===== config.mk =====
export PLATFORM = sky130hd
export DESIGN_NAME = univ_shift_reg
export DESIGN_NICKNAME = d
export VERILOG_FILES = /design/src/rtl/shift_pkg.sv /design/src/rtl/tick_gen.sv /design/src/rtl/univ_shift_reg.sv
export SDC_FILE = /design/constraint.sdc
export NUM_CORES = 1
export LEC_CHECK = 0
export ABC_AREA = 1
export BUFFER_PORTS_ARGS = -buffer_cell sky130_fd_sc_hd__buf_4
export CAP_MARGIN = 20
export CORE_UTILIZATION = 59
export DETAILED_ROUTE_END_ITERATION = 6
export GPL_ROUTABILITY_DRIVEN = 0
export HOLD_SLACK_MARGIN = 0.08
export PLACE_DENSITY = 0.87
export SYNTH_ARGS = -nofsm -noshare
export SYNTH_HDL_FRONTEND = slang
export SYNTH_SLANG_ARGS = --single-unit

===== constraint.sdc =====
create_clock -name clk_50M -period 2.1 [get_ports clk_50M]
set_clock_uncertainty 0.05 [all_clocks]
set_input_delay 0.21 -clock clk_50M [delete_from_list [all_inputs] [get_ports clk_50M]]
set_output_delay 0.21 -clock clk_50M [all_outputs]
set_load 0.01 [all_outputs]

===== src/rtl/shift_pkg.sv =====
// Shared definitions for the universal shift register: operation encodings
// and small helpers that classify an operation.
package shift_pkg;

  // Operation select, sampled only on a divider tick.
  typedef enum logic [2:0] {
    MODE_HOLD  = 3'b000,
    MODE_SHL   = 3'b001,
    MODE_SHR   = 3'b010,
    MODE_ROL   = 3'b011,
    MODE_ROR   = 3'b100,
    MODE_LOAD  = 3'b101,
    MODE_CLR   = 3'b110,
    MODE_HOLD2 = 3'b111
  } mode_e;

  // Shift and rotate operations move one bit out and advance the shift count.
  function automatic logic is_shift_mode(input mode_e m);
    return (m == MODE_SHL) || (m == MODE_SHR) ||
           (m == MODE_ROL) || (m == MODE_ROR);
  endfunction

  // Load and clear restart the shift count from zero.
  function automatic logic is_count_reset_mode(input mode_e m);
    return (m == MODE_LOAD) || (m == MODE_CLR);
  endfunction

endpackage


===== src/rtl/tick_gen.sv =====
// Clock-enable divider: counts 0..DIV-1 on clk_50M and raises tick for the
// single cycle in which the count sits at its terminal value. restart zeroes
// the count on the next edge and suppresses the tick of the cycle it is high.
module tick_gen #(
  parameter int DIV = 50_000_000
) (
  input  logic clk_50M,
  input  logic reset,
  input  logic restart,
  output logic tick
);

  localparam int CW = (DIV > 1) ? $clog2(DIV) : 1;
  localparam logic [CW-1:0] TERM = CW'(DIV - 1);

  logic [CW-1:0] cnt;
  logic          at_term;

  assign at_term = (cnt == TERM);

  // Divider counter: wraps at the terminal count, restart forces it to zero.
  always_ff @(posedge clk_50M or posedge reset) begin
    if (reset) begin
      cnt <= '0;
    end else if (restart || at_term) begin
      cnt <= '0;
    end else begin
      cnt <= cnt + CW'(1);
    end
  end

  // Reset is included so that DIV = 1 (counter always at terminal) still
  // shows tick low while reset is held.
  assign tick = at_term && !restart && !reset;

endmodule


===== src/rtl/univ_shift_reg.sv =====
// Universal shift register clocked by clk_50M and enabled once per DIV
// cycles by tick_gen. On a tick the selected operation updates the register,
// the shifted-out bit (sout) and a saturating shift counter that drives full.
module univ_shift_reg
  import shift_pkg::*;
#(
  parameter int WIDTH = 8,
  parameter int DIV   = 50_000_000
) (
  input  logic             clk_50M,
  input  logic             reset,
  input  logic             in,
  input  logic [2:0]       mode,
  input  logic [WIDTH-1:0] din,
  input  logic             restart,
  output logic [WIDTH-1:0] out,
  output logic             sout,
  output logic             tick,
  output logic             full
);

  localparam int SW = $clog2(WIDTH + 1);
  localparam logic [SW-1:0] SMAX = SW'(WIDTH);

  mode_e            mode_sel;
  logic [WIDTH-1:0] reg_q;
  logic [WIDTH-1:0] reg_d;
  logic             sout_q;
  logic             sout_d;
  logic [SW-1:0]    scnt_q;
  logic [SW-1:0]    scnt_d;

  assign mode_sel = mode_e'(mode);

  tick_gen #(
    .DIV(DIV)
  ) u_tick_gen (
    .clk_50M (clk_50M),
    .reset   (reset),
    .restart (restart),
    .tick    (tick)
  );

  // Next-state for register, departing bit and shift count; off-tick cycles
  // hold everything, so input changes between ticks have no effect.
  always_comb begin
    reg_d  = reg_q;
    sout_d = sout_q;
    scnt_d = scnt_q;
    if (tick) begin
      case (mode_sel)
        MODE_SHL: begin
          reg_d  = {reg_q[WIDTH-2:0], in};
          sout_d = reg_q[WIDTH-1];
        end
        MODE_SHR: begin
          reg_d  = {in, reg_q[WIDTH-1:1]};
          sout_d = reg_q[0];
        end
        MODE_ROL: begin
          reg_d  = {reg_q[WIDTH-2:0], reg_q[WIDTH-1]};
          sout_d = reg_q[WIDTH-1];
        end
        MODE_ROR: begin
          reg_d  = {reg_q[0], reg_q[WIDTH-1:1]};
          sout_d = reg_q[0];
        end
        MODE_LOAD: reg_d = din;
        MODE_CLR:  reg_d = '0;
        default:   reg_d = reg_q;
      endcase
      if (is_count_reset_mode(mode_sel)) begin
        scnt_d = '0;
      end else if (is_shift_mode(mode_sel) && (scnt_q != SMAX)) begin
        scnt_d = scnt_q + SW'(1);
      end
    end
  end

  // State registers, cleared asynchronously by reset.
  always_ff @(posedge clk_50M or posedge reset) begin
    if (reset) begin
      reg_q  <= '0;
      sout_q <= 1'b0;
      scnt_q <= '0;
    end else begin
      reg_q  <= reg_d;
      sout_q <= sout_d;
      scnt_q <= scnt_d;
    end
  end

  assign out  = reg_q;
  assign sout = sout_q;
  assign full = (scnt_q == SMAX);

endmodule


Yosys cells after proc, flatten, opt, wreduce, memory -nomap -nowiden
Cells that the tools add are included.
{ "word_totals": {"reg_bits": 39, "in_bits": 15, "output_inout_bits": 11, "elab_cells": 38} }
{ "classes": {"add_sub_neg": 2, "eq_ne": 9, "mux": 5, "reduce_logical": 18} }
{ "ops": {"columns": ["op", "count"], "rows": [
  ["$pmux 8 s6", 1],
  ["$add 26x1->26 const B", 1],
  ["$eq 26x26->1 const B", 1],
  ["$mux 26", 1],
  ["$eq 3x3->1 const B", 3],
  ["$mux 4", 2],
  ["$eq 3x2->1 const B", 2],
  ["$reduce_and 2->1", 3],
  ["$reduce_bool 6->1", 1],
  ["$logic_or 1x1->1", 5],
  ["$add 4x1->4 const B", 1],
  ["$eq 4x4->1 const B", 1],
  ["$ne 4x4->1 const B", 1],
  ["$reduce_bool 2->1", 2],
  ["$reduce_or 2->1", 2],
  ["$eq 3x1->1 const B", 1],
  ["$logic_and 1x1->1", 3],
  ["$logic_not 1->1", 2],
  ["$pmux 1 s2", 1]
]} }

Logic depth before layout (Yosys ltp)
{ "depth": {"word_depth": 7, "depth_mapped": 10, "depth_no_buf": 10} }

Cells and area by module
Synthesis repeated with hierarchy kept, for this count alone.
{ "unflattened": {"cells_unflattened": 378, "area_unflattened_um2": 2653.8} }
{ "modules_own_cells": {"columns": ["module", "instances", "cells_per_inst", "area_each_um2", "seq_area_each_um2"], "rows": [
  ["tick_gen", 1, 229, 1604.0, 650.6],
  ["univ_shift_reg", 1, 149, 1049.8, 325.3]
]} }

Least setup slack after synthesis
OpenSTA, ideal clock, no wires.
{ "synth_timing": {"path_type": "register -> register", "start": "register u_tick_gen.cnt[0]", "end": "register scnt_q[2]", "setup_time_ps": 117, "t_arrival_ps": 1327, "t_required_ps": 1933, "slack_ps": 606, "stages_incl_launch_ff": 11, "path_buffers": 0, "period_less_slack_ps": 1494, "path_cell_list": "dfrtp_1 > ha_1 > nand2_1 > inv_1 > nand2_1 > nor2_4 > nand3_1 > inv_2 > nand2_1 > nand2_1 > nand2_1"} }
{ "synth_via": {"elab_chain_cells": 4} }
{ "synth_lines": {"columns": ["item", "line", "rtl"], "rows": [
  ["start, declared", "tick_gen.sv:16", "logic [CW-1:0] cnt;"],
  ["start signal, assigned", "tick_gen.sv:28", "cnt <= cnt + CW'(1);"],
  ["$eq 26x26->1", "tick_gen.sv:19", "assign at_term = (cnt == TERM);"],
  ["$logic_and 1x1->1 (2 in a row)", "tick_gen.sv:34", "assign tick = at_term && !restart && !reset;"],
  ["via tick", "univ_shift_reg.sv:18", "output logic tick,"],
  ["$reduce_and 2->1 (no line)", null, null],
  ["end signal, assigned", "univ_shift_reg.sv:89", "scnt_q <= scnt_d;"],
  ["end, declared", "univ_shift_reg.sv:30", "logic [SW-1:0] scnt_q;"]
]} }
The timed path passes the listed nets, and every way through them passes these cells.
A chain may end at the register's enable or synchronous reset.

Worst setup path after layout
{ "layout_timing": {"start": "register u_tick_gen.cnt[11]", "end": "output port tick"} }
{ "layout_via": {"elab_chain_cells": 3} }
{ "layout_lines": {"columns": ["item", "line"], "rows": [
  ["$eq 26x26->1", "tick_gen.sv:19"],
  ["$logic_and 1x1->1 (2 in a row)", "tick_gen.sv:34"],
  ["end, declared", "univ_shift_reg.sv:18"]
]} }
No other way between the ends.

==> flow_metrics.py <==
metrics = {
    "placement": {
        "port_buffers": 25,
        "dp.cells": 456,
        "pre_cts_ws_ns": 0.380,
        "dp_hpwl_um": 4290,
        "dpl_cell_area_um2": 2770,
    },
    "route": {
        "drc": 0,
        "wl_um": 5660,
        "drt-initial-drc-count": 171,
        "avgViaCountPerCell": 5.26,
        "antenna_left": 0,
        "dr.pass1.iters": 5,
        "wl_per_cell_um": 12.2,
        "vias": 2448,
    },
    "sta": {
        "setup_tns_ns": 0,
        "worst_slack_ns": 0.139,
        "setup_violations": 0,
        "tightestPinTransition_ns": 0.502,
        "post-route-min-period_ns": 1.96,
        "drv_slew": 0,
        "rsz0062_at_grt": "false",
        "fin_crit_sh_pct": 93.4,
        "slew_headroom_pct": 66.5,
        "finalHoldViolCount": 0,
        "timing.fmax_mhz": 510,
    },
    "logic_synthesis": {
        "ys_seq_area_share_pct": 38.7,
        "syn_nets": 399,
        "syn_avg_cell_area_um2": 6.62,
        "yosys.cell_types.count": 23,
        "syn_area_um2": 2520,
        "ys_ff_latch": 39,
        "netlist.area_leader.share_pct": 38.7,
        "syn-instance-count": 381,
        "yosysWarnings": 0,
        "synth.largest_area_cell": "dfrtp_1",
        "synth_area_leaders": "dfrtp_1 (39%), nand2_1 (17%), nor2_1 (11%)",
    },
    "layout": {
        "antennaDiodeCount": 0,
        "nets": 432,
        "layout_common_cells": "nand2_1 (111), nor2_1 (77), inv_1 (50)",
        "drive_gt1_share_pct": 14.5,
        "final_area_um2": 2900,
        "syn_to_final_growth_pct": 14.8,
        "fin_cells": 465,
        "final_common_cell": "nand2_1",
        "nFillCells": 338,
        "finish.utilization_pct": 71.4,
    },
    "worst_setup_path": {
        "crit_fanout": 7,
        "endpoint_kind": "primary output",
        "critical_path.slowest_cell": "dfrtp_1",
        "cp.arrival_ns": 1.70,
        "crit_chain": "inv_1, nand2_1, nor2_1, nand2_1, nor2_2, nand3_1, inv_2, buf_4",
        "crit_top_cell": "nand2_1",
        "crit_required_ns": 1.84,
        "crit_path_start_kind": "register",
        "crit_type": "register to primary output",
        "cpPeakStageDelay_ns": 0.44,
    },
    "cts": {
        "numCtsBuffers": 5,
        "clock_latency_ns": 0.30,
        "clock_path_buffers": 2,
        "post-cts-setup-buffer-count": 0,
        "clk_pin_slew_worst_paths_ns": 0.08,
        "cts_sinks": 39,
        "htree_levels": 2,
        "cts_root_buffer": "clkbuf_8",
        "cts_tree": "built",
    },
    "grt": {
        "grt_usage_pct": 28.8,
        "grt_pass1_vias": 2329,
        "grt_max_degree": 40,
        "grt_overflow": 0,
        "grt_pass1_wl_um": 9760,
        "antenna_found_initial": 0,
    },
    "power": {
        "power_density_nw_per_um2": 530,
        "leakage_nw": 1.43,
        "ir_drop_mv": 0.304,
    },
    "worst_hold_path": {
        "hp-class": "input port to register",
    },
    "floorplan": {
        "die_h_um": 67.4,
        "die_area_um2": 4540,
        "rows": 23,
        "start_util_pct": 62.2,
        "chipWidth_um": 67.4,
        "io_pins": 26,
        "coreArea_um2": 4060,
    },
    "outcome": {
        "status": "complete, no violations",
    },
    "run": {
        "maxCapViolations": 0,
    },
}
==> power by group <==
group          internal (mW)  switching [mW]  leakage, nW
Sequential             0.755         0.00313        0.501
Combinational         0.0431          0.0751        0.872
Clock                  0.385           0.274       0.0612
==> cell usage after synthesis, drive strengths merged <==
| cell type | instances |
|---|---|
| nand2 | 115 |
| nor2 | 87 |
| inv | 59 |
| dfrtp | 39 |
| nand3 | 28 |
| nor3 | 11 |
| nand4 | 10 |
| xor2 | 7 |
| o211ai | 5 |
| o21ai | 4 |
| xnor2 | 4 |
| a21oi | 3 |
| buf | 3 |
| ha | 3 |
| nor3b | 2 |
| a31oi | 1 |
==> cells by family (layout without fill, tap and decap cells) <==
family,count (synthesis),in the layout,share of synthesized area [%]
flip-flops,39,39,38.7
AND/OR/NAND/NOR,253,253,43.1
XOR/XNOR,11,11,3.82
AO/OA/AOI/OAI,13,13,3.12
adder cells (fa/ha/maj),3,3,1.49
buffers and inverters,62,96,9.82
==> metal layers <==
| layer | part of all wire, % | global-route usage [%] |
|---|---|---|
| met1 | 44 | 33.8 |
| met2 | 48 | 49.9 |
| met3 | 4.8 | 5.57 |
| met4 | 3.1 | 14.1 |
| met5 | 0 | 0 |
==> final timing paths <==
path	slack [ns]	startpoint	cells after the start	to
worst min register to register	0.41	u_tick_gen.cnt[0]	1	u_tick_gen.cnt[0]
worst min-delay path	0.21	in	5	out[0]
worst max-delay path	0.14	u_tick_gen.cnt[11]	8	tick
max in group asynchronous	1.10	reset	4	scnt_q[3]
worst max register to register	0.38	u_tick_gen.cnt[11]	9	u_tick_gen.cnt[7]
min in group asynchronous	0.54	reset	4	scnt_q[2]
==> registers in the layout, summed over array words and instances, names as in the netlist <==
name / cells
u_tick_gen.cnt: 26
out: 8
scnt_q: 4
sout: 1
==> stage by stage <==
step,power [mW],hold slack [ns]
after CTS,1.55,0.212
final,1.53,0.214
after global placement,0.888,0.328
after floorplan,0.845,0.365
after global routing,1.59,0.260
after detailed placement,0.890,0.332
==> repair_timing <==
| item | in CTS | in global routing |
|---|---|---|
| endpoints found under the hold margin | 39 | 0 |
| gates resized for setup | 0 | 0 |
| hold buffers | 1 | 0 |
==> worst max-delay path, delay by kind of cell, from the launching register on <==
kind,cells,cell delay [ns]
and+or+nand+nor,5,0.57
DFF,1,0.44
buffers and inverters,3,0.39
==> cell type report <==
class	count	area, µm²	share of cell area [%]
clock buffers	6	82.6	2.85
clock inverters	2	35.0	1.21
inverters	59	221	7.65
multi-input cells	280	1300	44.8
flip-flops and latches	39	976	33.7
well taps	50	62.6	2.16
repair buffers	29	220	7.60
Power figures use the tool's default switching activity.
